<file path="config.mk">
export PLATFORM = sky130hd
export DESIGN_NAME = mac_unit_bitserial_seq
export DESIGN_NICKNAME = d
export VERILOG_FILES = /design/src/rtl/mac_unit_bitserial_seq.sv
export SDC_FILE = /design/constraint.sdc
export NUM_CORES = 1
export LEC_CHECK = 0
export BUFFER_PORTS_ARGS = -buffer_cell sky130_fd_sc_hd__buf_2
export CAP_MARGIN = 40
export CORE_MARGIN = 2
export CORE_UTILIZATION = 50
export DETAILED_ROUTE_END_ITERATION = 8
export GPL_TIMING_DRIVEN = 0
export PLACE_DENSITY = 0.69
export SYNTH_ARGS = -nofsm -noshare
export SYNTH_HDL_FRONTEND = slang
export SYNTH_SLANG_ARGS = --single-unit
</file>
<file path="constraint.sdc">
create_clock -name clk -period 26.9 [get_ports clk]
set_input_delay 4.035 -clock clk [delete_from_list [all_inputs] [get_ports clk]]
set_output_delay 4.035 -clock clk [all_outputs]
set_load 0.02 [all_outputs]
</file>
<file path="src/rtl/mac_unit_bitserial_seq.sv">
// mac_unit_bitserial_seq
//
// Self-sequencing bit-serial multiply-accumulate unit. One job consists of a
// signed activation vector, a mode pair (accumulate / max-pool) and a previous
// result, followed by WEIGHT_BITS weight bit-columns delivered LSB-first. Each
// column is reduced to a masked activation sum, shifted by its bit position
// and accumulated; the MSB column carries negative weight (two's complement).
// The final accumulator is scaled, saturated and optionally max-pooled
// against the previous result.
//
// Ports:
//   clk            clock, single domain
//   reset          synchronous active-high reset
//   start_i        job request, accepted when start_i & start_ready_o
//   start_ready_o  high only while idle
//   act_i          VEC_LENGTH packed signed activations, element i at
//                  act_i[i*DATA_WIDTH +: DATA_WIDTH], latched on accept
//   accum_en_i     1 = accumulator starts from result_prev_i, 0 = from zero
//   pool_en_i      1 = result is max(computed, result_prev), latched on accept
//   result_prev_i  signed previous result, latched on accept
//   w_col_i        weight bit-column, bit i belongs to weight i
//   col_valid_i    w_col_i valid
//   col_ready_o    high only while consuming columns
//   result_o       signed result, valid when out_valid_o
//   out_valid_o    result valid, held until out_ready_i
//   out_ready_i    downstream accept

module mac_unit_bitserial_seq #(
  parameter int DATA_WIDTH   = 8,
  parameter int VEC_LENGTH   = 16,
  parameter int WEIGHT_BITS  = 8,
  parameter int ACC_WIDTH    = 24,
  parameter int RESULT_WIDTH = 16,
  parameter int OUT_SHIFT    = 0
) (
  input  logic                             clk,
  input  logic                             reset,
  input  logic                             start_i,
  output logic                             start_ready_o,
  input  logic [DATA_WIDTH*VEC_LENGTH-1:0] act_i,
  input  logic                             accum_en_i,
  input  logic                             pool_en_i,
  input  logic [RESULT_WIDTH-1:0]          result_prev_i,
  input  logic [VEC_LENGTH-1:0]            w_col_i,
  input  logic                             col_valid_i,
  output logic                             col_ready_o,
  output logic [RESULT_WIDTH-1:0]          result_o,
  output logic                             out_valid_o,
  input  logic                             out_ready_i
);

  localparam int PSUM_WIDTH = DATA_WIDTH + $clog2(VEC_LENGTH);
  localparam int TERM_WIDTH = PSUM_WIDTH + WEIGHT_BITS - 1;
  localparam int CNT_WIDTH  = $clog2(WEIGHT_BITS);

  localparam logic [1:0] ST_IDLE  = 2'd0;
  localparam logic [1:0] ST_RUN   = 2'd1;
  localparam logic [1:0] ST_DRAIN = 2'd2;
  localparam logic [1:0] ST_OUT   = 2'd3;

  logic [1:0]                      state_q, state_d;
  logic [DATA_WIDTH*VEC_LENGTH-1:0] act_q, act_d;
  logic                            poolEn_q, poolEn_d;
  logic signed [RESULT_WIDTH-1:0]  resultPrev_q, resultPrev_d;
  logic [CNT_WIDTH-1:0]            colCnt_q, colCnt_d;
  logic                            s1Valid_q, s1Valid_d;
  logic signed [ACC_WIDTH-1:0]     term_q, term_d;
  logic signed [ACC_WIDTH-1:0]     acc_q, acc_d;

  logic                            accept;
  logic                            transfer;
  logic                            lastCol;
  logic signed [PSUM_WIDTH-1:0]    psum;
  logic signed [TERM_WIDTH-1:0]    shifted;
  logic signed [ACC_WIDTH-1:0]     termExt;
  logic signed [ACC_WIDTH-1:0]     accInit;
  logic signed [ACC_WIDTH-1:0]     accShifted;
  logic [ACC_WIDTH-RESULT_WIDTH:0] accUpper;
  logic signed [RESULT_WIDTH-1:0]  computed;

  assign accept   = (state_q == ST_IDLE) && start_i;
  assign transfer = (state_q == ST_RUN) && col_valid_i;
  assign lastCol  = (colCnt_q == CNT_WIDTH'(WEIGHT_BITS - 1));

  assign start_ready_o = (state_q == ST_IDLE);
  assign col_ready_o   = (state_q == ST_RUN);
  assign out_valid_o   = (state_q == ST_OUT);

  // Column reduction: sum the latched activations whose weight bit is set in
  // the current column. The sum is wide enough that it can never overflow.
  always_comb begin
    psum = '0;
    for (int i = 0; i < VEC_LENGTH; i++) begin
      if (w_col_i[i]) begin
        psum = psum + PSUM_WIDTH'($signed(act_q[i*DATA_WIDTH +: DATA_WIDTH]));
      end
    end
  end

  // Weight the column sum by its bit position. The MSB column is the sign bit
  // of a two's-complement weight, so its contribution is subtracted; the
  // negation happens at accumulator width so the most negative column sum
  // cannot wrap.
  assign shifted = TERM_WIDTH'(psum) <<< colCnt_q;
  assign termExt = ACC_WIDTH'(shifted);
  assign accInit = ACC_WIDTH'($signed(result_prev_i)) <<< OUT_SHIFT;

  // Output scaling and saturation: the value fits the result width exactly
  // when every accumulator bit from the result sign bit upward agrees.
  assign accShifted = acc_q >>> OUT_SHIFT;
  assign accUpper   = accShifted[ACC_WIDTH-1:RESULT_WIDTH-1];

  always_comb begin
    if ((&accUpper) || !(|accUpper)) begin
      computed = accShifted[RESULT_WIDTH-1:0];
    end else if (accShifted[ACC_WIDTH-1]) begin
      computed = {1'b1, {(RESULT_WIDTH-1){1'b0}}};
    end else begin
      computed = {1'b0, {(RESULT_WIDTH-1){1'b1}}};
    end
  end

  // Optional max-pooling against the previous result (signed compare).
  assign result_o = (poolEn_q && (resultPrev_q > computed)) ? resultPrev_q : computed;

  // Job sequencing: accept a job, consume WEIGHT_BITS columns, spend one
  // cycle letting the final term reach the accumulator, then present the
  // result until the downstream side takes it.
  always_comb begin
    state_d = state_q;
    case (state_q)
      ST_IDLE:  if (accept) state_d = ST_RUN;
      ST_RUN:   if (transfer && lastCol) state_d = ST_DRAIN;
      ST_DRAIN: state_d = ST_OUT;
      ST_OUT:   if (out_ready_i) state_d = ST_IDLE;
      default:  state_d = ST_IDLE;
    endcase
  end

  // Datapath next-state: job inputs latch on accept, stage 1 registers one
  // weighted term per column transfer, stage 2 folds the registered term into
  // the accumulator one cycle later. Accept and a pending term never overlap
  // because stage 1 is always empty by the time the unit is idle.
  always_comb begin
    act_d        = act_q;
    poolEn_d     = poolEn_q;
    resultPrev_d = resultPrev_q;
    colCnt_d     = colCnt_q;
    s1Valid_d    = transfer;
    term_d       = term_q;
    acc_d        = acc_q;
    if (accept) begin
      act_d        = act_i;
      poolEn_d     = pool_en_i;
      resultPrev_d = result_prev_i;
      colCnt_d     = '0;
      acc_d        = accum_en_i ? accInit : '0;
    end else if (s1Valid_q) begin
      acc_d = acc_q + term_q;
    end
    if (transfer) begin
      term_d   = lastCol ? -termExt : termExt;
      colCnt_d = lastCol ? '0 : colCnt_q + CNT_WIDTH'(1);
    end
  end

  // State registers with synchronous reset; reset abandons any job in flight
  // and clears every latched input so nothing leaks into the next job.
  always_ff @(posedge clk) begin
    if (reset) begin
      state_q      <= ST_IDLE;
      act_q        <= '0;
      poolEn_q     <= 1'b0;
      resultPrev_q <= '0;
      colCnt_q     <= '0;
      s1Valid_q    <= 1'b0;
      term_q       <= '0;
      acc_q        <= '0;
    end else begin
      state_q      <= state_d;
      act_q        <= act_d;
      poolEn_q     <= poolEn_d;
      resultPrev_q <= resultPrev_d;
      colCnt_q     <= colCnt_d;
      s1Valid_q    <= s1Valid_d;
      term_q       <= term_d;
      acc_q        <= acc_d;
    end
  end

endmodule

</file>
### After elaboration in Yosys (flattened, before gate mapping)

Index checks and enable logic that the tools add are counted.

* register bits: 199
* bits in latches: 0
* bits in writable memories: 0
* memory bits (read-only): 0
* input port bits: 167
* output and inout port bits: 19
* word-level logic and storage cells: 77
* memories kept: 0

* add/subtract/negate cells: 18
* multiply operators: 0
* div/mod/pow operators: 0
* order comparisons: 1
* equal/unequal tests: 7
* shift operators: 1
* multiplexer cells: 30
* bitwise gates (word level): 0
* reductions and logical operators: 12

Operator list (count)
* two-way mux 12 bit: 16
* adder 12 x 8 -> 12 bit: 15
* two-way mux 24 bit: 4
* two-way mux 16 bit: 3
* adder 24 bit: 1
* negator 19 -> 24 bit: 1
* <<< shifter 12 x 3 -> 19 bit: 1
* > comparator 16 bit: 1
* two-way mux 3 bit: 3
* AND reduction 9 bit: 1
* OR reduction 9 bit: 1
* case mux 2 bit (4 select lines): 1
* two-way mux 2 bit: 3
* != test 2 x 1 -> 1 bit (second input constant): 3
* equality test 2 bit (second input constant): 2
* logical AND 1 bit: 4
* nonzero test 2 bit: 2
* adder 3 x 1 -> 3 bit (second input constant): 1
* equality test 3 bit (second input constant): 1
* AND reduction 3 bit: 1
* equality test 2 x 1 -> 1 bit (second input constant): 1
* logical NOT 2 bit: 1
* logical NOT 1 bit: 1
* logical OR 1 bit: 1

### Longest topological paths before layout

Gate-level depths: netlist of the first run.

* word-level depth: 34
* depth in mapped cells: 98
* mapped depth without buffers: 96

### Least setup slack after synthesis of the first run

OpenSTA, ideal clock, no wires.

* path kind: input to register
* start point: input port w_col_i[0]
* end point: register term_q[20]
* setup time: 0.115 ns
* arrival time: 21.747 ns
* data required time: 26.785 ns
* setup slack: 5.038 ns
* cell stages on the path: 93
* buffers on the path: 2
* cells stage by stage: clkbuf_1 -> and2_1 -> ha_1 -> ha_1 -> a31oi_1 -> o2bb2ai_1 -> xnor2_1 -> a22o_1 -> ha_1 -> a21oi_1 -> o2111a_1 -> a211oi_1 -> or2_2 -> ha_1 -> clkbuf_1 -> nand2_1 -> a211oi_1 -> o211a_1 -> [57 not listed] -> ha_1 -> xor2_1 -> nand2_1 -> nand2_1 -> ha_1 -> o21ai_0 -> nand2b_1 -> o31ai_1 -> mux2i_1 -> xor3_1 -> xnor3_2 -> nand2_1 -> a21oi_2 -> a21oi_2 -> or4_1 -> o31ai_1 -> a21oi_1 -> o21a_1

* word-level cells in the longest chain between the ends: 34

RTL lines
* start, declared: RTL line 44 `input logic [VEC_LENGTH-1:0] w_col_i,`
* two-way mux 12 bit (*): RTL line 94 `if (w_col_i[i]) begin`
* adder 12 x 8 -> 12 bit: RTL line 95 `psum = psum + PSUM_WIDTH'($signed(act_q[i*DATA_WIDTH +: DATA_WIDTH]));`
* two-way mux 12 bit (*): RTL line 94
* adder 12 x 8 -> 12 bit: RTL line 95
* two-way mux 12 bit (*): RTL line 94
* adder 12 x 8 -> 12 bit: RTL line 95
* two-way mux 12 bit (*): RTL line 94
* adder 12 x 8 -> 12 bit: RTL line 95
* [18 not listed]
* two-way mux 12 bit (*): RTL line 94
* adder 12 x 8 -> 12 bit: RTL line 95
* two-way mux 12 bit (*): RTL line 94
* adder 12 x 8 -> 12 bit: RTL line 95
* two-way mux 12 bit (*): RTL line 94
* <<< shifter 12 x 3 -> 19 bit (*): RTL line 104 `assign shifted = TERM_WIDTH'(psum) <<< colCnt_q;`
* negator 19 -> 24 bit: RTL line 162 `term_d = lastCol ? -termExt : termExt;`
* two-way mux 24 bit (*): RTL line 162
* end signal, assigned: RTL line 186 `term_q <= term_d;`
* end, declared: RTL line 67 `logic signed [ACC_WIDTH-1:0] term_q, term_d;`

Every way passes the cells marked *; elsewhere a longest branch is shown, timed or not.
A chain may end at the register's enable or synchronous reset.

### Worst setup path in the final report of the first run

* start point: input port w_col_i[0]
* end point: register term_q[22]

The elaborated chain is that of the path after synthesis.

==> results of run 1 <==
==> stage by stage <==
step	worst slack (ns)	utilization, %	hold slack (ns)
final	1.393	56.11	0.4623
after global routing	0.005684	56.11	0.4832
after CTS	1.056	56.03	0.4656
after detailed placement	0.6318	54.50	0.4532
after global placement	0.7572	54.34	0.4453
after floorplan	5.038	-	0.4268
==> routing by layer <==
| layer | GRT usage [%] | vias up |
|---|---|---|
| met5 | 0 | - |
| met4 | 14.38 | 0 |
| met3 | 5.043 | 150 |
| met2 | 50.37 | 713 |
| met1 | 41.93 | 10590 |
| li1 | - | 11060 |
==> cell usage in the layout (no fill, tap or decap), drive strengths merged, types with 11 or more instances in the layout <==
master / n
or3: 16
a211oi: 49
inv: 131
a221oi: 12
nand2b: 53
a21o: 55
nor2b: 39
o21a: 52
ha: 217
o31ai: 28
o21ai: 155
clkbuf: 134
nand3: 59
o22ai: 14
nand2: 492
o211ai: 40
nand4: 13
a21boi: 13
a311oi: 12
o21bai: 12
buf: 207
xor2: 40
nand3b: 11
mux2i: 55
o2111ai: 12
nor2: 240
a31oi: 46
and2: 28
a21oi: 321
nor4: 11
fa: 15
dfxtp: 199
nor3: 67
mux2: 26
and3: 16
or2: 19
xnor2: 69
==> state kept, by name, indices dropped and copies added (netlist names) <==
| signal | flops |
|---|---|
| colCnt_q | 3 |
| term_q | 24 |
| state_q | 2 |
| accShifted | 24 |
| resultPrev_q | 16 |
| act_q | 128 |
| s1Valid_q | 1 |
| poolEn_q | 1 |
==> tightest hold or removal path: cells and delay by family (launching register included) <==
family | cells | cell delay, ns
AND/OR/NAND/NOR | 2 | 0.09
flip-flops | 1 | 0.32
==> cells in the mapped netlist, drive strengths merged, types with 8 or more instances <==
master and count:
xnor2 69, inv 122, o22ai 14, mux2i 55, nor3b 10, xor2 40, or4 10, a21oi 321
o21bai 12, and3 16, a31o 9, or3 16, and2 28, a21o 55, nand4 13, o211ai 40
nand2b 53, buf 27, o31a 9, nand3 59, a211o 10, o31ai 28, a221oi 12, dfxtp 199
or2 19, nor3 67, clkbuf 117, a211oi 49, mux2 26, nor2 240, a311oi 12, nand2 492
o21a 52, a22oi 10, a41oi 8, o21ai 155, a21boi 13, nand3b 11, nor2b 39, fa 15
a31oi 46, ha 217, nor4 11, o2111ai 12
==> cell families after synthesis <==
family / after synthesis / share of synthesized area, %
xor gates and xnor gates: 115 / 5.159
DFF: 199 / 18.79
and+or+nand+nor: 1109 / 23.92
adders and majority gates: 232 / 14.22
AOI/OAI and AO/OA: 939 / 28.78
muxes: 81 / 3.978
buffers and inverters: 271 / 5.147
==> power by group through the flow <==
stage / logic, mW / clock network [mW] / registers [mW]
2_1_floorplan: 1.81 / 0 / 0.402
3_3_place_gp: 2.32 / 0 / 0.425
3_5_place_dp: 2.38 / 0 / 0.427
4_1_cts: 2.40 / 0.286 / 0.421
5_1_grt: 2.69 / 0.294 / 0.429
6_report: 2.44 / 0.278 / 0.422
==> worst paths after layout <==
| check | slack, ns | cells after the start | to |
|---|---|---|---|
| worst min register to register | 0.46 | 2 | term_q[23]$_SDFFE_PP0P_ |
| worst min-delay path | 0.46 | 2 | term_q[23]$_SDFFE_PP0P_ |
| worst max register to register | 5.04 | 90 | term_q[22]$_SDFFE_PP0P_ |
| worst max-delay path | 1.39 | 91 | term_q[22]$_SDFFE_PP0P_ |
==> layout make-up <==
cell class,instances,share of cell area [%]
timing repair buffer,180,3.986
clock inverter,15,0.9165
buffer,145,2.637
clock buffer,17,1.812
sequential,199,16.97
multi-input combinational,2476,68.80
inverter,126,2.014
tap,539,2.872
==> what timing repair did <==
item / CTS / global route
resized for setup: 0 / 10
endpoints found under the setup margin: 0 / 12
hold buffers: 0 / 0
==> flow_metrics.py, run 1 <==
metrics = {
    "placed_design": {
        "placed_area_um2": 22810,
        "place.gp.congestion": 0.9969,
        "post-dp-hpwl_um": 57340,
        "io_buffers": 174,
        "placed_cells": 3665,
    },
    "routing": {
        "wire_per_inst_um": 18.98,
        "vias": 22510,
        "final_antenna_net_count": 0,
        "top_layer": "met4",
        "firstDrtPassIters": 6,
        "wl_met2_um": 31240,
        "wl_met3_um": 4225,
        "routed_wirelength_um": 70180,
        "vias_per_cell": 6.088,
        "wl_met1_um": 32030,
        "remaining_drc_errors": 0,
        "initialDrtViolationCount": 1728,
    },
    "timing": {
        "relSlewSlack_pct": 39.90,
        "fmax_mhz": 39.20,
        "finalSetupTns_ns": 0,
        "rsz0062_at_grt": "no",
        "final_max_slew_viol_count": 0,
        "worst_pin_slew_ns": 0.8955,
        "setup_viol": 0,
        "fin_skew_ns": 0.01975,
        "hold_viol": 0,
        "period_share_pct": 94.82,
        "min_period_ns": 25.51,
    },
    "layout": {
        "syn2layout_area_growth_pct": 10.78,
        "antenna_cells": 0,
        "nNetsFinal": 3544,
        "drive_gt1_share_pct": 10.13,
        "register_area_um2": 3984,
        "fillers": 4092,
        "multi_input_area_um2": 16160,
        "design_area_um2": 23480,
        "layout.cells.non_filler": 3697,
    },
    "critical_path": {
        "timing.critical_path.from": "w_col_i[0]",
        "cpMaxStageDelayCell": "or4_1",
        "endpoint_kind": "flip-flop",
        "critPathArrivalTime_ns": 25.90,
        "cp_max_fo": 10,
        "crit_type": "in -> reg",
        "crit_buf_inv": 6,
        "r2r-start": "act_q[2]$_SDFFE_PP0P_",
        "critPathTopFamily": "compound AO/OA/AOI/OAI gates",
        "crit_top_cell": "ha_1",
        "worstPathRequired_ns": 27.29,
        "cp_slowest_stage_delay_ns": 0.59,
        "startpoint_type": "input port",
    },
    "cts": {
        "cts_root_buf": "clkbuf_16",
        "cts_max_path_buffers": 2,
        "worstSkewPairLatency_ns": 0.51,
        "clock_sinks": 199,
        "numCtsBuffers": 17,
        "cts_setup_buffers": 0,
        "path_clk_slew_ns": 0.08,
        "ctsHtreeMaxLevel": 4,
        "cts_tree": "yes",
    },
    "floorplanning": {
        "row_count": 75,
        "die_h_um": 209.9,
        "die_area_um2": 44060,
        "die_w_um": 209.9,
        "num_io_pins": 186,
        "initial_core_util_pct": 50.65,
        "fp.coreArea_um2": 41850,
    },
    "synth": {
        "mappedNetlistArea_um2": 21200,
        "synthCells": 2946,
        "synth_seq_cells": 199,
        "yosysWarnings": 0,
        "syn_nets": 3345,
        "yosysTopAreaCell": "dfxtp_1",
        "synth_edf_count": 0,
        "synthTopCellsByArea": "dfxtp_1, ha_1, nand2_1",
        "ys.flop_type": "dfxtp_1",
        "synth_seq_area_share_pct": 18.79,
        "yosys.cell_types.count": 99,
        "async_flop_share_pct": 0,
        "synth_top_area_share_pct": 18.79,
        "syn_avg_cell_area_um2": 7.195,
    },
    "outcome": {
        "status": "finished, final reports clean",
    },
    "power": {
        "pwr-share-seq_pct": 13.4,
        "design_power_total_mw": 3.140,
        "intPower_mw": 1.454,
        "switching_power_mw": 1.686,
        "p_per_area_nw_per_um2": 133.7,
        "combPwrFrac_pct": 77.7,
        "netSwitchingFraction_pct": 53.69,
        "clkPwrFrac_pct": 8.8,
        "ir_drop_mv": 0.08904,
        "p_leak_nw": 10.28,
    },
    "hold_path": {
        "hp-class": "reg -> reg",
        "min_from": "term_q[23]$_SDFFE_PP0P_",
    },
    "grt": {
        "grt_util_all_layers_pct": 31.56,
        "antenna_found_initial": 0,
        "overflow": 0,
        "grt_pass1_vias": 21280,
        "grt_max_degree": 23,
        "grt_pass1_wl_um": 110600,
    },
    "run": {
        "cap_violations": 0,
    },
}
No activity file was read; power rests on OpenSTA's default activity.
==> run 2: changes to the inputs <==
Settings changed: CELL_PAD_IN_SITES_DETAIL_PLACEMENT set to 1, CELL_PAD_IN_SITES_GLOBAL_PLACEMENT set to 1, CORE_UTILIZATION 50 to 45, PLACE_DENSITY 0.69 to 0.82.
==> run 2 against run 1 <==
  * Global-route usage up 1.1 points
  * Via count up 2.2%
  * Fmax down 0.62%
  * Setup slack worse by 0.16 ns
  * Core utilization down 5.5 points
  * Clock skew up 0.0011 ns
  * Critical path depth unchanged
  * Flip-flop and latch count unchanged
  * Die area up 11%
  * Critical path type unchanged
  * Largest power group unchanged
==> flow_metrics.py, run 2 (synthesized netlist as in run 1, its figures left out) <==
metrics = {
    "outcome": {
        "status": "finished, final reports clean",
    },
    "timing": {
        "relSlewSlack_pct": 39.96,
        "hold_viol": 0,
        "min_period_ns": 25.67,
        "period_share_pct": 95.42,
        "setup_viol": 0,
        "worst_pin_slew_ns": 0.9006,
        "fmax_mhz": 38.96,
        "rsz0062_at_grt": "no",
        "hold_ws_ns": 0.4657,
        "fin_skew_ns": 0.02089,
        "final_max_slew_viol_count": 0,
    },
    "floorplanning": {
        "die_w_um": 221.0,
        "initial_core_util_pct": 45.53,
        "row_count": 79,
        "num_io_pins": 186,
        "fp.coreArea_um2": 46560,
        "die_h_um": 221.0,
        "die_area_um2": 48860,
    },
    "power": {
        "ir_drop_mv": 0.06812,
        "p_leak_nw": 10.26,
        "design_power_total_mw": 3.211,
        "p_per_area_nw_per_um2": 136.4,
    },
    "routing": {
        "firstDrtPassIters": 6,
        "wl_met1_um": 35510,
        "wire_per_inst_um": 21.46,
        "remaining_drc_errors": 0,
        "top_layer": "met4",
        "routed_wirelength_um": 80830,
        "initialDrtViolationCount": 1379,
        "final_antenna_net_count": 0,
        "vias": 23010,
        "wl_met2_um": 38790,
        "wl_met3_um": 3713,
        "vias_per_cell": 6.110,
    },
    "critical_path": {
        "rrSetupSlack_ns": 4.77,
        "r2r_cells": 89,
        "critPathArrivalTime_ns": 26.05,
        "endpoint_kind": "flip-flop",
        "worstPathRequired_ns": 27.28,
        "cp_slowest_stage_delay_ns": 0.54,
        "cpMaxStageDelayCell": "nor3b_1",
        "crit_top_cell": "ha_1",
        "startpoint_type": "input port",
        "cp_max_fo": 10,
        "timing.critical_path.from": "w_col_i[0]",
        "crit_type": "in -> reg",
        "r2r-start": "act_q[2]$_SDFFE_PP0P_",
        "reg2reg_to": "term_q[23]$_SDFFE_PP0P_",
    },
    "layout": {
        "nNetsFinal": 3545,
        "final_common_cell": "nand2_1",
        "syn2layout_area_growth_pct": 11.06,
        "layout.cells.non_filler": 3766,
        "final_cell_mix": "nand2_1, a21oi_1, nor2_1",
        "antenna_cells": 0,
        "drive_gt1_share_pct": 10.26,
        "largest_reg_flops": 128,
        "fillers": 6130,
        "largest-register": "act_q",
    },
    "placed_design": {
        "io_buffers": 174,
        "place.gp.congestion": 0.9565,
        "post-dp-hpwl_um": 66450,
        "placed_cells": 3733,
    },
    "run": {
        "cap_violations": 0,
    },
    "hold_path": {
        "hp-class": "reg -> reg",
        "min_from": "act_q[104]$_SDFFE_PP0P_",
        "min_path_cells": 2,
        "holdPathEnd": "act_q[104]$_SDFFE_PP0P_",
    },
    "grt": {
        "grt_pass1_wl_um": 128900,
        "antenna_found_initial": 0,
        "grt_pass1_vias": 23870,
        "grt_util_all_layers_pct": 32.64,
        "overflow": 0,
        "grt_max_degree": 20,
    },
    "cts": {
        "cts_root_buf": "clkbuf_16",
        "cts_tree": "yes",
        "numCtsBuffers": 17,
        "worstSkewPairLatency_ns": 0.52,
        "cts_max_path_buffers": 2,
        "clock_sinks": 199,
        "ctsHtreeMaxLevel": 4,
        "path_clk_slew_ns": 0.07,
    },
}
run 2: cell count changes in the layout (fill, tap and decap cells not counted), moves of 2 or more:
| cell | before | now |
|---|---|---|
| mux2i_1 | 55 | 53 |
| clkbuf_8 | 0 | 2 |
| inv_12 | 2 | 0 |
| mux2i_2 | 0 | 2 |
| clkinv_8 | 5 | 3 |
run 2: cell type report:
cell class | count | area [µm²] | share of cell area [%]
Timing Repair Buffer | 181 | 947.2 | 4.023
Inverter | 126 | 473.0 | 2.009
Clock buffer | 20 | 456.7 | 1.940
Clock inverter | 12 | 132.6 | 0.5634
Sequential cell | 199 | 3984 | 16.92
Multi-Input combinational cell | 2476 | 16170 | 68.68
Tap cell | 607 | 759.5 | 3.226
Buffer | 145 | 620.6 | 2.636
run 2: metrics by stage:
stage          setup slack (ns)  setup TNS, ns  instance area [µm²]  util (%)
2_1_floorplan             5.038              0                21200         -
3_3_place_gp             0.4407              0                22830     49.03
3_5_place_dp           -0.01290       -0.02578                22900     49.18
4_1_cts                  0.3727              0                23490     50.45
5_1_grt                 0.03890              0                23540     50.57
6_report                  1.233              0                23540     50.57
run 2: worst max path at each step:
| stage | end | slack, ns | cells past startpoint |
|---|---|---|---|
| 2_1_floorplan | term_q[20]$_SDFFE_PP0P_ | 5.04 | 93 |
| 3_3_place_gp | term_q[20]$_SDFFE_PP0P_ | 0.44 | 89 |
| 3_5_place_dp | term_q[22]$_SDFFE_PP0P_ | -0.01 | 89 |
| 4_1_cts | term_q[23]$_SDFFE_PP0P_ | 0.37 | 90 |
| 5_1_grt | term_q[21]$_SDFFE_PP0P_ | 0.04 | 91 |
| 6_report | term_q[23]$_SDFFE_PP0P_ | 1.23 | 91 |
run 2: metal layers:
| metal | vias to the layer above | track usage [%] |
|---|---|---|
| met5 | - | 0 |
| met4 | 0 | 12.23 |
| met3 | 144 | 4.608 |
| met2 | 575 | 57.05 |
| met1 | 11250 | 40.56 |
| li1 | 11040 | - |
run 2: power breakdown:
group,total [mW],switching [mW],internal [mW],leakage [nW]
logic,2.51,1.55,0.967,8.34
clock network,0.271,0.143,0.129,0.288
registers,0.425,0.0663,0.359,1.63
run 2: worst max-delay path, delay by kind of cell:
kind,cells,cell delay [ns]
AOI/OAI and AO/OA,39,8.66
adders and majority gates,15,4.94
and+or+nand+nor,21,4.59
xor gates and xnor gates,7,1.93
muxes,3,1.04
buffers and inverters,6,0.83
run 2: timing repair:
item / 4_1_cts / 5_1_grt
endpoints found under the setup margin: 0 / 14
gates resized for setup: 0 / 17
setup buffers: 0 / 1
hold buffers: 0 / 0
==> run 3: changes to the inputs <==
Settings changed: BUFFER_PORTS_ARGS -buffer_cell sky130_fd_sc_hd__buf_2 to not set, CELL_PAD_IN_SITES_GLOBAL_PLACEMENT 1 to 2, CORE_UTILIZATION 45 to 38, DONT_BUFFER_PORTS set to 1.
==> run 3 against run 2 <==
  * Flip-flop and latch count is the same
  * Core utilization shrank 9.1 points
  * Largest power group unchanged
  * Fmax grew 0.46%
  * Global-route usage shrank 4.5 points
  * Worst hold slack lost 0.0017 ns
  * Non-clock buffer count shrank 170
  * Highest routed layer is now met5
  * Clock-buffer cell count is the same
  * Clock power grew 2%
==> flow_metrics.py, run 3 (synthesized netlist as in run 1, its figures left out) <==
metrics = {
    "outcome": {
        "status": "finished, final reports clean",
    },
    "cts": {
        "cts_root_buf": "clkbuf_16",
        "cts_tree": "yes",
        "clock_sinks": 199,
        "worstSkewPairLatency_ns": 0.53,
        "ctsHtreeMaxLevel": 4,
        "path_clk_slew_ns": 0.08,
        "cts_max_path_buffers": 2,
        "numCtsBuffers": 17,
    },
    "timing": {
        "fmax_mhz": 39.14,
        "relSlewSlack_pct": 43.40,
        "period_share_pct": 94.97,
        "setup_viol": 0,
        "rsz0062_at_grt": "no",
        "fin_skew_ns": 0.02232,
        "finalSetupTns_ns": 0,
        "final_max_slew_viol_count": 0,
        "setup_slack_ns": 1.352,
        "min_period_ns": 25.55,
        "hold_viol": 0,
        "worst_pin_slew_ns": 0.8491,
    },
    "critical_path": {
        "startpoint_type": "input port",
        "cp_slowest_stage_delay_ns": 0.58,
        "rrSetupSlack_ns": 4.83,
        "cp_max_fo": 10,
        "crit_type": "in -> reg",
        "r2r-start": "act_q[2]$_SDFFE_PP0P_",
        "cpMaxStageDelayCell": "or4_1",
        "r2r_cells": 88,
        "worstPathRequired_ns": 27.31,
        "critPathArrivalTime_ns": 25.96,
        "reg2reg_to": "term_q[22]$_SDFFE_PP0P_",
        "endpoint_kind": "flip-flop",
        "crit_top_cell": "ha_1",
    },
    "routing": {
        "top_layer": "met5",
        "routed_wirelength_um": 81110,
        "wl_met1_um": 38130,
        "wire_per_inst_um": 21.69,
        "firstDrtPassIters": 7,
        "final_antenna_net_count": 0,
        "vias_per_cell": 5.868,
        "vias": 21940,
        "wl_met2_um": 37380,
        "wl_met3_um": 3852,
        "remaining_drc_errors": 0,
        "initialDrtViolationCount": 1295,
    },
    "grt": {
        "overflow": 0,
        "grt_max_degree": 20,
        "antenna_found_initial": 5,
        "grt_pass1_vias": 22100,
        "grt_util_all_layers_pct": 28.10,
        "grt_pass1_wl_um": 126000,
    },
    "floorplanning": {
        "fp.coreArea_um2": 55090,
        "die_h_um": 240.2,
        "num_io_pins": 186,
        "die_area_um2": 57690,
        "row_count": 86,
        "die_w_um": 240.2,
        "initial_core_util_pct": 38.48,
    },
    "power": {
        "design_power_total_mw": 3.177,
        "p_leak_nw": 9.593,
        "ir_drop_mv": 0.07711,
        "p_per_area_nw_per_um2": 138.9,
    },
    "placed_design": {
        "placed_area_um2": 22220,
        "io_buffers": 0,
        "pre_cts_ws_ns": -0.1483,
        "post-dp-hpwl_um": 67220,
        "place.gp.congestion": 0.9143,
    },
    "layout": {
        "syn2layout_area_growth_pct": 7.862,
        "design_area_um2": 22860,
        "nNetsFinal": 3375,
        "drive_gt1_share_pct": 5.018,
        "largest-register": "act_q",
        "largest_reg_flops": 128,
        "final_cell_mix": "nand2_1, a21oi_1, nor2_1",
        "fillers": 7073,
        "final_common_cell": "nand2_1",
    },
    "hold_path": {
        "hp-class": "reg -> reg",
        "min_path_cells": 2,
        "min_from": "resultPrev_q[0]$_SDFFE_PP0P_",
        "holdPathEnd": "resultPrev_q[0]$_SDFFE_PP0P_",
    },
    "run": {
        "cap_violations": 0,
    },
}
## run 3: cell types whose count changed in the layout (fill, tap and decap cells not counted), moves of 2 or more
cell | before | now
buf_6 | 5 | 7
buf_8 | 4 | 2
clkinv_4 | 0 | 3
diode_2 | 0 | 2
buf_2 | 179 | 8
inv_6 | 3 | 1
## run 3: worst max-delay path by stage
stage | endpoint | from | cells past startpoint | slack, ns
after floorplan | term_q[20]$_SDFFE_PP0P_ | w_col_i[0] | 93 | 5.04
after global placement | term_q[22]$_SDFFE_PP0P_ | w_col_i[0] | 88 | 0.09
after detailed placement | term_q[22]$_SDFFE_PP0P_ | w_col_i[0] | 88 | -0.15
after CTS | term_q[22]$_SDFFE_PP0P_ | w_col_i[0] | 88 | 0.34
after global routing | term_q[22]$_SDFFE_PP0P_ | w_col_i[0] | 88 | 0.003
final | term_q[22]$_SDFFE_PP0P_ | w_col_i[0] | 88 | 1.35
## run 3: timing repair
| action | 4_1_cts | 5_1_grt |
|---|---|---|
| hold endpoints to repair | 0 | 0 |
| hold buffers | 0 | 0 |
| gates resized for setup | 0 | 14 |
| buffers inserted | 0 | 1 |
| endpoints found under the setup margin | 0 | 13 |
## run 3: routing by layer
metal / vias to the layer above / global-route usage (%)
met3: 83 / 4.501
met4: 6 / 6.569
met2: 463 / 46.88
met1: 10700 / 37.82
met5: - / 0
li1: 10690 / -
## run 3: area by class of cell
class	count	area, µm²	area share (%)
multi-input combinational	2476	16160	70.69
tap	748	935.9	4.093
clock inverter	12	136.4	0.5965
antenna	2	5.005	0.02189
inverter	126	473.0	2.069
clock buffer	20	456.7	1.997
buffer	145	619.3	2.709
timing repair buffer	11	91.34	0.3995
sequential	199	3984	17.42
## run 3: power by group
part           leakage (nW)  switching, mW  internal [mW]  total, mW
clock network         0.287          0.148          0.129      0.277
logic                  7.68           1.54          0.941       2.48
registers              1.63         0.0630          0.359      0.422
total                  9.59           1.75           1.43       3.18
## run 3: metrics by stage
stage / instances / hold WS (ns) / utilization [%]
2_1_floorplan: 2946 / 0.4268 / -
3_3_place_gp: 3694 / 0.4467 / 40.18
3_5_place_dp: 3704 / 0.4501 / 40.33
4_1_cts: 3736 / 0.4645 / 41.40
5_1_grt: 3738 / 0.4840 / 41.50
6_report: 3739 / 0.4640 / 41.50
## run 3: critical path: cells and delay by family
family	cells	cell delay, ns
xor gates and xnor gates	7	1.96
muxes	3	0.87
and+or+nand+nor	19	3.90
buffers and inverters	4	0.63
AOI/OAI and AO/OA	40	9.43
adders and majority gates	15	5.06
